## src/rtl/fetch_pc_unit.sv

```systemverilog
// fetch_pc_unit
//   Fetch-side datapath stage of the multi-cycle MIPS core. Holds the PC and
//   the instruction register, selects the next PC for the control unit's
//   PCSrc choice, slices IR fields for the downstream datapath and counts
//   retired instructions (PC advances).
//
// Ports
//   CLK        clock, all state updates on posedge
//   RST        asynchronous active-low reset
//   PCWre      PC write enable (IF)
//   IRWre      IR write enable (ID)
//   PCSrc      next-PC select: 00 PC+4, 01 branch, 10 JR, 11 J/JAL
//   rs_data    register-file port A, JR target
//   imem_rdata instruction memory read data
//   imem_addr  instruction memory byte address (= pc)
//   pc         current PC
//   pc_plus4   PC+4, also JAL link data
//   ir         instruction register
//   op/rs/rt/rd/sa/imm16  IR field slices
//   instret    PC advances since reset
//   misalign   sticky flag: a JR to a non-word-aligned rs_data was taken
module fetch_pc_unit #(
    parameter logic [31:0] RESET_PC = 32'h0000_0000,
    parameter int unsigned CNT_W    = 32
) (
    input  logic             CLK,
    input  logic             RST,
    input  logic             PCWre,
    input  logic             IRWre,
    input  logic [1:0]       PCSrc,
    input  logic [31:0]      rs_data,
    input  logic [31:0]      imem_rdata,
    output logic [31:0]      imem_addr,
    output logic [31:0]      pc,
    output logic [31:0]      pc_plus4,
    output logic [31:0]      ir,
    output logic [5:0]       op,
    output logic [4:0]       rs,
    output logic [4:0]       rt,
    output logic [4:0]       rd,
    output logic [4:0]       sa,
    output logic [15:0]      imm16,
    output logic [CNT_W-1:0] instret,
    output logic             misalign
);

    typedef enum logic [1:0] {
        SRC_SEQ    = 2'b00,
        SRC_BRANCH = 2'b01,
        SRC_JR     = 2'b10,
        SRC_JUMP   = 2'b11
    } pc_src_t;

    pc_src_t     pc_src;
    logic        first_fetch;
    logic [31:0] br_tgt;
    logic [31:0] j_tgt;
    logic [31:0] jr_tgt;
    logic [31:0] next_pc;

    assign pc_src = pc_src_t'(PCSrc);

    // Field slices of the instruction register
    assign op    = ir[31:26];
    assign rs    = ir[25:21];
    assign rt    = ir[20:16];
    assign rd    = ir[15:11];
    assign sa    = ir[10:6];
    assign imm16 = ir[15:0];

    assign imem_addr = pc;
    assign pc_plus4  = pc + 32'd4;

    // Branch offset is always sign-extended, regardless of the extender mode
    assign br_tgt = pc_plus4 + {{14{imm16[15]}}, imm16, 2'b00};
    assign j_tgt  = {pc_plus4[31:28], ir[25:0], 2'b00};
    assign jr_tgt = {rs_data[31:2], 2'b00};

    always_comb begin
        next_pc = pc_plus4;
        case (pc_src)
            SRC_SEQ:    next_pc = pc_plus4;
            SRC_BRANCH: next_pc = br_tgt;
            SRC_JR:     next_pc = jr_tgt;
            SRC_JUMP:   next_pc = j_tgt;
            default:    next_pc = pc_plus4;
        endcase
    end

    // The first PCWre after reset only clears first_fetch so that the
    // instruction at RESET_PC is fetched rather than skipped.
    always_ff @(posedge CLK or negedge RST) begin
        if (!RST) begin
            pc          <= RESET_PC;
            first_fetch <= 1'b1;
            instret     <= '0;
            misalign    <= 1'b0;
        end else if (PCWre) begin
            if (first_fetch) begin
                first_fetch <= 1'b0;
            end else begin
                pc      <= next_pc;
                instret <= instret + CNT_W'(1);
                if (pc_src == SRC_JR && rs_data[1:0] != 2'b00) begin
                    misalign <= 1'b1;
                end
            end
        end
    end

    always_ff @(posedge CLK or negedge RST) begin
        if (!RST) begin
            ir <= '0;
        end else if (IRWre) begin
            ir <= imem_rdata;
        end
    end

endmodule

```

## config.mk

```make
export PLATFORM = sky130hd
export DESIGN_NAME = fetch_pc_unit
export DESIGN_NICKNAME = d
export VERILOG_FILES = /design/src/rtl/fetch_pc_unit.sv
export SDC_FILE = /design/constraint.sdc
export NUM_CORES = 1
export LEC_CHECK = 0
export BUFFER_PORTS_ARGS = -buffer_cell sky130_fd_sc_hd__buf_2
export CAP_MARGIN = 20
export CORE_ASPECT_RATIO = 1.2
export CORE_MARGIN = 8
export CORE_UTILIZATION = 54
export CTS_CLUSTER_DIAMETER = 200
export DETAILED_ROUTE_END_ITERATION = 16
export PLACE_DENSITY = 0.87
export SYNTH_ARGS = -nofsm -noshare
export SYNTH_HDL_FRONTEND = slang
export SYNTH_SLANG_ARGS = --single-unit
```

## constraint.sdc

```tcl
create_clock -name CLK -period 8.4 [get_ports CLK]
set_input_delay 0.84 -clock CLK [delete_from_list [all_inputs] [get_ports CLK]]
set_output_delay 0.84 -clock CLK [all_outputs]
set_load 0.05 [all_outputs]
```

# == Word level (Yosys, flattened, before mapping) ==
# Cells that the tools add are included.
# totals
ff_bits,98
inputBits,70
output_inout_bits,203
wordCells,18
# op_classes
addsub,3
eq_ne,3
mux,1
n_bitwise,1
n_reduce_logical,5
# op_table
op,count
$pmux 32 s4,1
$add 32x1->32 const B,1
$add 32x3->32 const B,1
$add 32x32->32,1
$eq 2x2->1 const B,2
$reduce_and 3->1,1
$eq 2x1->1 const B,1
$logic_not 2->1,1
$reduce_and 2->1,1
$reduce_bool 2->1,1
$logic_and 1x1->1,1
$not 1->1,1

# == Logic depth before layout (Yosys ltp) ==
# depth
word_depth,3
mapped_depth,18
ltp_nobuf,18

# == Least setup slack after synthesis ==
# Ideal clock, no wire load.
# synth_path
kind,register to register
from,register pc[4] (netlist: imem_addr[4])
to,register pc[26] (netlist: imem_addr[26])
setup_ns,0.125
arrival_ns,4.861
t_required_ns,8.275
slack_ns,3.414
stages_incl_launch_ff,17
n_path_buf,1
period_less_slack_ns,4.986
path_cell_list,dfrtp_1 -> and3_1 -> buf_2 -> and3_1 -> and3_1 -> nand3_1 -> xnor2_1 -> ha_1 -> a21oi_1 -> inv_1 -> a221oi_1 -> o21ai_1 -> nor3_1 -> nand3b_4 -> a21oi_1 -> mux4_2 -> mux2_2
# synth_between
elab_chain_len,3
# synth_rtl
item,line_no,text
from (decl),34,"output logic [31:0] pc,"
from (signal assigned),102,pc <= next_pc;
$add 32x3->32,72,assign pc_plus4 = pc + 32'd4;
net pc_plus4[11],35,"output logic [31:0] pc_plus4,"
$add 32x32->32,75,"assign br_tgt = pc_plus4 + {{14{imm16[15]}}, imm16, 2'b00};"
$pmux 32 s4,81,case (pc_src)
# The timed path passes the listed nets, and every way through them passes these cells.
# A chain may end at the register's enable or synchronous reset.

# == Final worst setup path ==
# layout_path
from,register pc[4] (netlist: imem_addr[4])
to,register pc[26] (netlist: imem_addr[26])
# layout_between
elab_chain_len,3
# layout_rtl
item,line_no
$add 32x3->32 (*),72
$add 32x32->32,75
$pmux 32 s4 (*),81
# Every way passes the cells marked *; elsewhere a longest branch is shown, timed or not.

==> summary.md <==
| Metric | Value |
|---|---|
| Worst endpoint required time | `8.64 ns` |
| Level count of the clock H-tree | `3` |
| Result of the run | `complete, no violations` |
| TritonCTS clock tree | `yes` |
| Drt wl/cell | `19.8 um` |
| Area inside the core boundary | `12700 sq um` |
| Unique masters post-synth | `58` |
| Worst-case headroom to the max-slew limit | `0.428` |
| Classification of the worst-slack hold path | `input port to asynchronous set/reset pin` |
| Initial core utilization | `0.554` |
| Post-CTS resize count | `0` |
| Clock network latency to the later pin of the worst-skew pair | `0.35 ns` |
| Weighted congestion reported at the end of routability-driven placement | `0.889` |
| Placed wire-length estimate | `16500 um` |
| Number of input and output port buffers inserted | `266` |
| Pwr/cell area | `336 nW/um^2` |
| Maximum VDD drop | `279 uV` |
| CP Max Fanout | `8` |
| Vias in the first global route | `6488` |
| Post-route insts no fill | `1081` |
| Share of final-layout standard cells stronger than drive strength 1 | `0.387` |
| Clock transition time at the flip-flop clock pins of the worst setup and hold paths | `0.07 ns` |
| Count of final max-slew check failures | `0` |
| Number of warning messages in the yosys log | `0` |
| Count of standard-cell rows | `45` |
| Leakage power figure | `0.00415 uW` |
| Startpoint type of the worst setup path | `register` |
| Cts-stage hold buffer count | `0` |
| Proportion of synthesized flip-flops having asynchronous set or reset | `1.00` |
| DRC | `0` |
| Max-capacitance violation count | `0` |
| Crit Path Category | `register to register` |
| First-pass GRT wire length | `34400 um` |
| Total routing resource utilization after global routing | `0.252` |
| Net count reported at finish | `1021` |
| RSZ-0062 raised after global routing | `false` |
| Die Y | `141 um` |
| Highest-delay cell along the critical path | `dfrtp_1` |
| Final Routed Wirelength | `21400 um` |
| Count of buffer and inverter cells on the critical path | `0` |
| Via Count | `6166` |
| Endpoint class of the critical path | `register` |
| Overflow left after global routing | `0` |
| Antenna violations before repair | `0` |
| Worst path arrival time | `4.63 ns` |
| Critical-path cell list | `and3_1, and3_1, and2_1, xor2_1, ha_1, a21o_1, a21o_1, a41oi_1, o21ai_0, nor3_1, nand3b_4, a21oi_1, mux4_2, mux2_2` |
| Area of the die | `16900 sq um` |
| Count of final hold-check violations | `0` |
| Die boundary width | `120 um` |
| Post-synthesis cell count | `726` |
| Kind of cell adding the most delay to the critical path | `simple AND/OR/NAND/NOR gates` |
| Portion of the post-synthesis area used by sequential elements | `0.342` |
| Clock period minus worst slack | `4.39 ns` |
| Clock Sinks | `96` |
| Number of enable-type register cells in the synthesized netlist | `0` |
| Worst stage delay on the critical path | `0.49 ns` |
| Routed vias/inst | `5.70` |
| Setup Buffers After CTS | `0` |
| Final total power | `2770 uW` |
| Number of design-rule violations left by the first detailed-router iteration | `486` |
| Post-Syn Area per Cell | `9.67 sq um` |
| Largest net degree at the start of global routing | `57` |
| Ant diodes | `0` |
| Buffer levels on the longest clock path | `2` |
| Measured slew at the worst slew-check pin | `0.858 ns` |
| Number of buffers created by CTS | `9` |
| Most instantiated flip-flop cell in the synthesis netlist | `dfrtp_1` |
| Post-route ant nets | `0` |
| Final period utilization | `0.523` |
| Clock tree root buffer cell | `clkbuf_16` |
| Synth Register Bits | `96` |
| # placed instances | `1065` |
| Highest attainable clock frequency | `0.228 GHz` |
| Final-layout setup total negative slack | `0 ns` |
| Setup-violating endpoint count in the final report | `0` |
| Number of filler cells placed in the layout | `1101` |
| Ports placed on the boundary | `273` |
| Iteration count of the initial detailed-routing pass | `5` |
| Post-synth design cell area | `7020 sq um` |
| Post-layout utilization of the core | `0.650` |
| Hold_ws | `0.449 ns` |
| Layout overhead on the synthesized area | `17.3%` |
| Setup clock skew after layout | `0.0136 ns` |
==> cell usage after synthesis (2+ instances only) <==
| cell type | number | area (sq um) |
|---|---|---|
| dfrtp_1 | 95 | 2380 |
| nand2_1 | 88 | 330 |
| xor2_1 | 32 | 280 |
| a221oi_1 | 6 | 52.6 |
| a211oi_1 | 2 | 15.0 |
| inv_2 | 2 | 7.51 |
| mux2_2 | 40 | 450 |
| and4_1 | 5 | 43.8 |
| mux2i_1 | 10 | 100 |
| and3_1 | 21 | 131 |
| inv_1 | 13 | 48.8 |
| xnor2_1 | 50 | 438 |
| buf_4 | 78 | 586 |
| nand2b_1 | 3 | 18.8 |
| nand3_1 | 25 | 125 |
| o221ai_1 | 3 | 26.3 |
| ha_1 | 38 | 475 |
| o21ai_0 | 14 | 70.1 |
| and2_1 | 4 | 25.0 |
| o21a_1 | 8 | 60.1 |
| nor2b_1 | 6 | 37.5 |
| clkbuf_1 | 17 | 63.8 |
| or2_2 | 2 | 12.5 |
| nor2_1 | 32 | 120 |
| o21bai_1 | 3 | 22.5 |
| a21o_1 | 12 | 90.1 |
| o21ai_1 | 9 | 45.0 |
| o31ai_2 | 2 | 25.0 |
| a31oi_1 | 5 | 31.3 |
| nand4_1 | 9 | 56.3 |
| or4_1 | 2 | 15.0 |
| mux4_2 | 15 | 338 |
| a21boi_2 | 2 | 22.5 |
| nor3_1 | 14 | 70.1 |
| buf_1 | 3 | 11.3 |
| a21oi_1 | 25 | 125 |
| o22ai_1 | 9 | 56.3 |
| nor4_1 | 2 | 12.5 |
==> path summary, 6_finish.rpt <==
kind                              startpoint            end  slack [ns]  depth (start not counted)
worst max-delay path            imem_addr[4]  imem_addr[26]        4.01                         14
worst min-delay path                     RST         ir[13]        0.45                          1
worst max register to register  imem_addr[4]  imem_addr[26]        4.01                         14
worst min register to register   instret[31]    instret[31]        0.47                          1
max in group asynchronous                RST         ir[20]        6.82                          2
min in group CLK                 instret[31]    instret[31]        0.47                          1
==> power by group <==
group          total, uW  internal (uW)  switching, uW
clock                412            210            202
sequential           669            537            132
combinational       1690            488           1200
total               2770           1240           1540
==> flip-flops by register name, summed over array words and instances (netlist names) <==
| register | flops |
|---|---|
| instret | 32 |
| imem_addr | 30 |
| misalign | 1 |
| ir | 32 |
| first_fetch | 1 |
==> cell type report <==
class                           instances  area [sq um]  share of cell area
Clock buffer                            9           225              0.0273
Clock inverter                          7          71.3             0.00866
Inverter                               16          60.1             0.00729
Multi-Input combinational cell        520          3910               0.475
Sequential cell                        96          2400               0.292
Tap cell                              164           205              0.0249
Timing Repair Buffer                  269          1360               0.165
==> through the flow <==
step | instance area [sq um] | setup slack [ns]
CTS | 8240 | 4.02
global route | 8240 | 3.66
global placement | 7940 | 4.15
detailed placement | 7940 | 4.01
floorplan | 7040 | 3.41
finish | 8240 | 4.01
==> routing by layer <==
layer | part of all wire | track usage | vias to the layer above
met4 | 0.020 | 0.0817 | 0
met1 | 0.39 | 0.288 | 2969
li1 | - | - | 2869
met5 | 0 | 0 | -
met3 | 0.088 | 0.0667 | 34
met2 | 0.51 | 0.447 | 294
==> placed cells by master, fill, tap and decap left out, types with 25 or more instances in the layout <==
| cell type | count |
|---|---|
| buf_2 | 265 |
| dfrtp_1 | 95 |
| nand2_1 | 88 |
| xnor2_1 | 50 |
| mux2_2 | 40 |
| ha_1 | 38 |
| nor2_1 | 32 |
| xor2_1 | 32 |
| nand3_1 | 25 |
| a21oi_1 | 25 |
==> worst register-to-register path: stages (launching register included) <==
cell	delay [ns]
dfrtp_1	0.49
and3_1	0.33
and3_1	0.30
and2_1	0.30
xor2_1	0.33
ha_1	0.37
a21o_1	0.21
a21o_1	0.20
a41oi_1	0.23
o21ai_0	0.12
nor3_1	0.37
nand3b_4	0.23
a21oi_1	0.07
mux4_2	0.46
mux2_2	0.27
==> logic make-up (layout without fill, tap and decap cells) <==
family	Yosys count	after routing	synth area share
compound gates	112	112	0.108
xor+xnor	82	82	0.102
fa+ha+maj	39	39	0.0706
buf+inv	115	301	0.103
flops	96	96	0.342
mux	65	65	0.127
other cells	1	6	0.000534
simple gates	216	216	0.147
No activity file was read; power rests on OpenSTA's default activity.
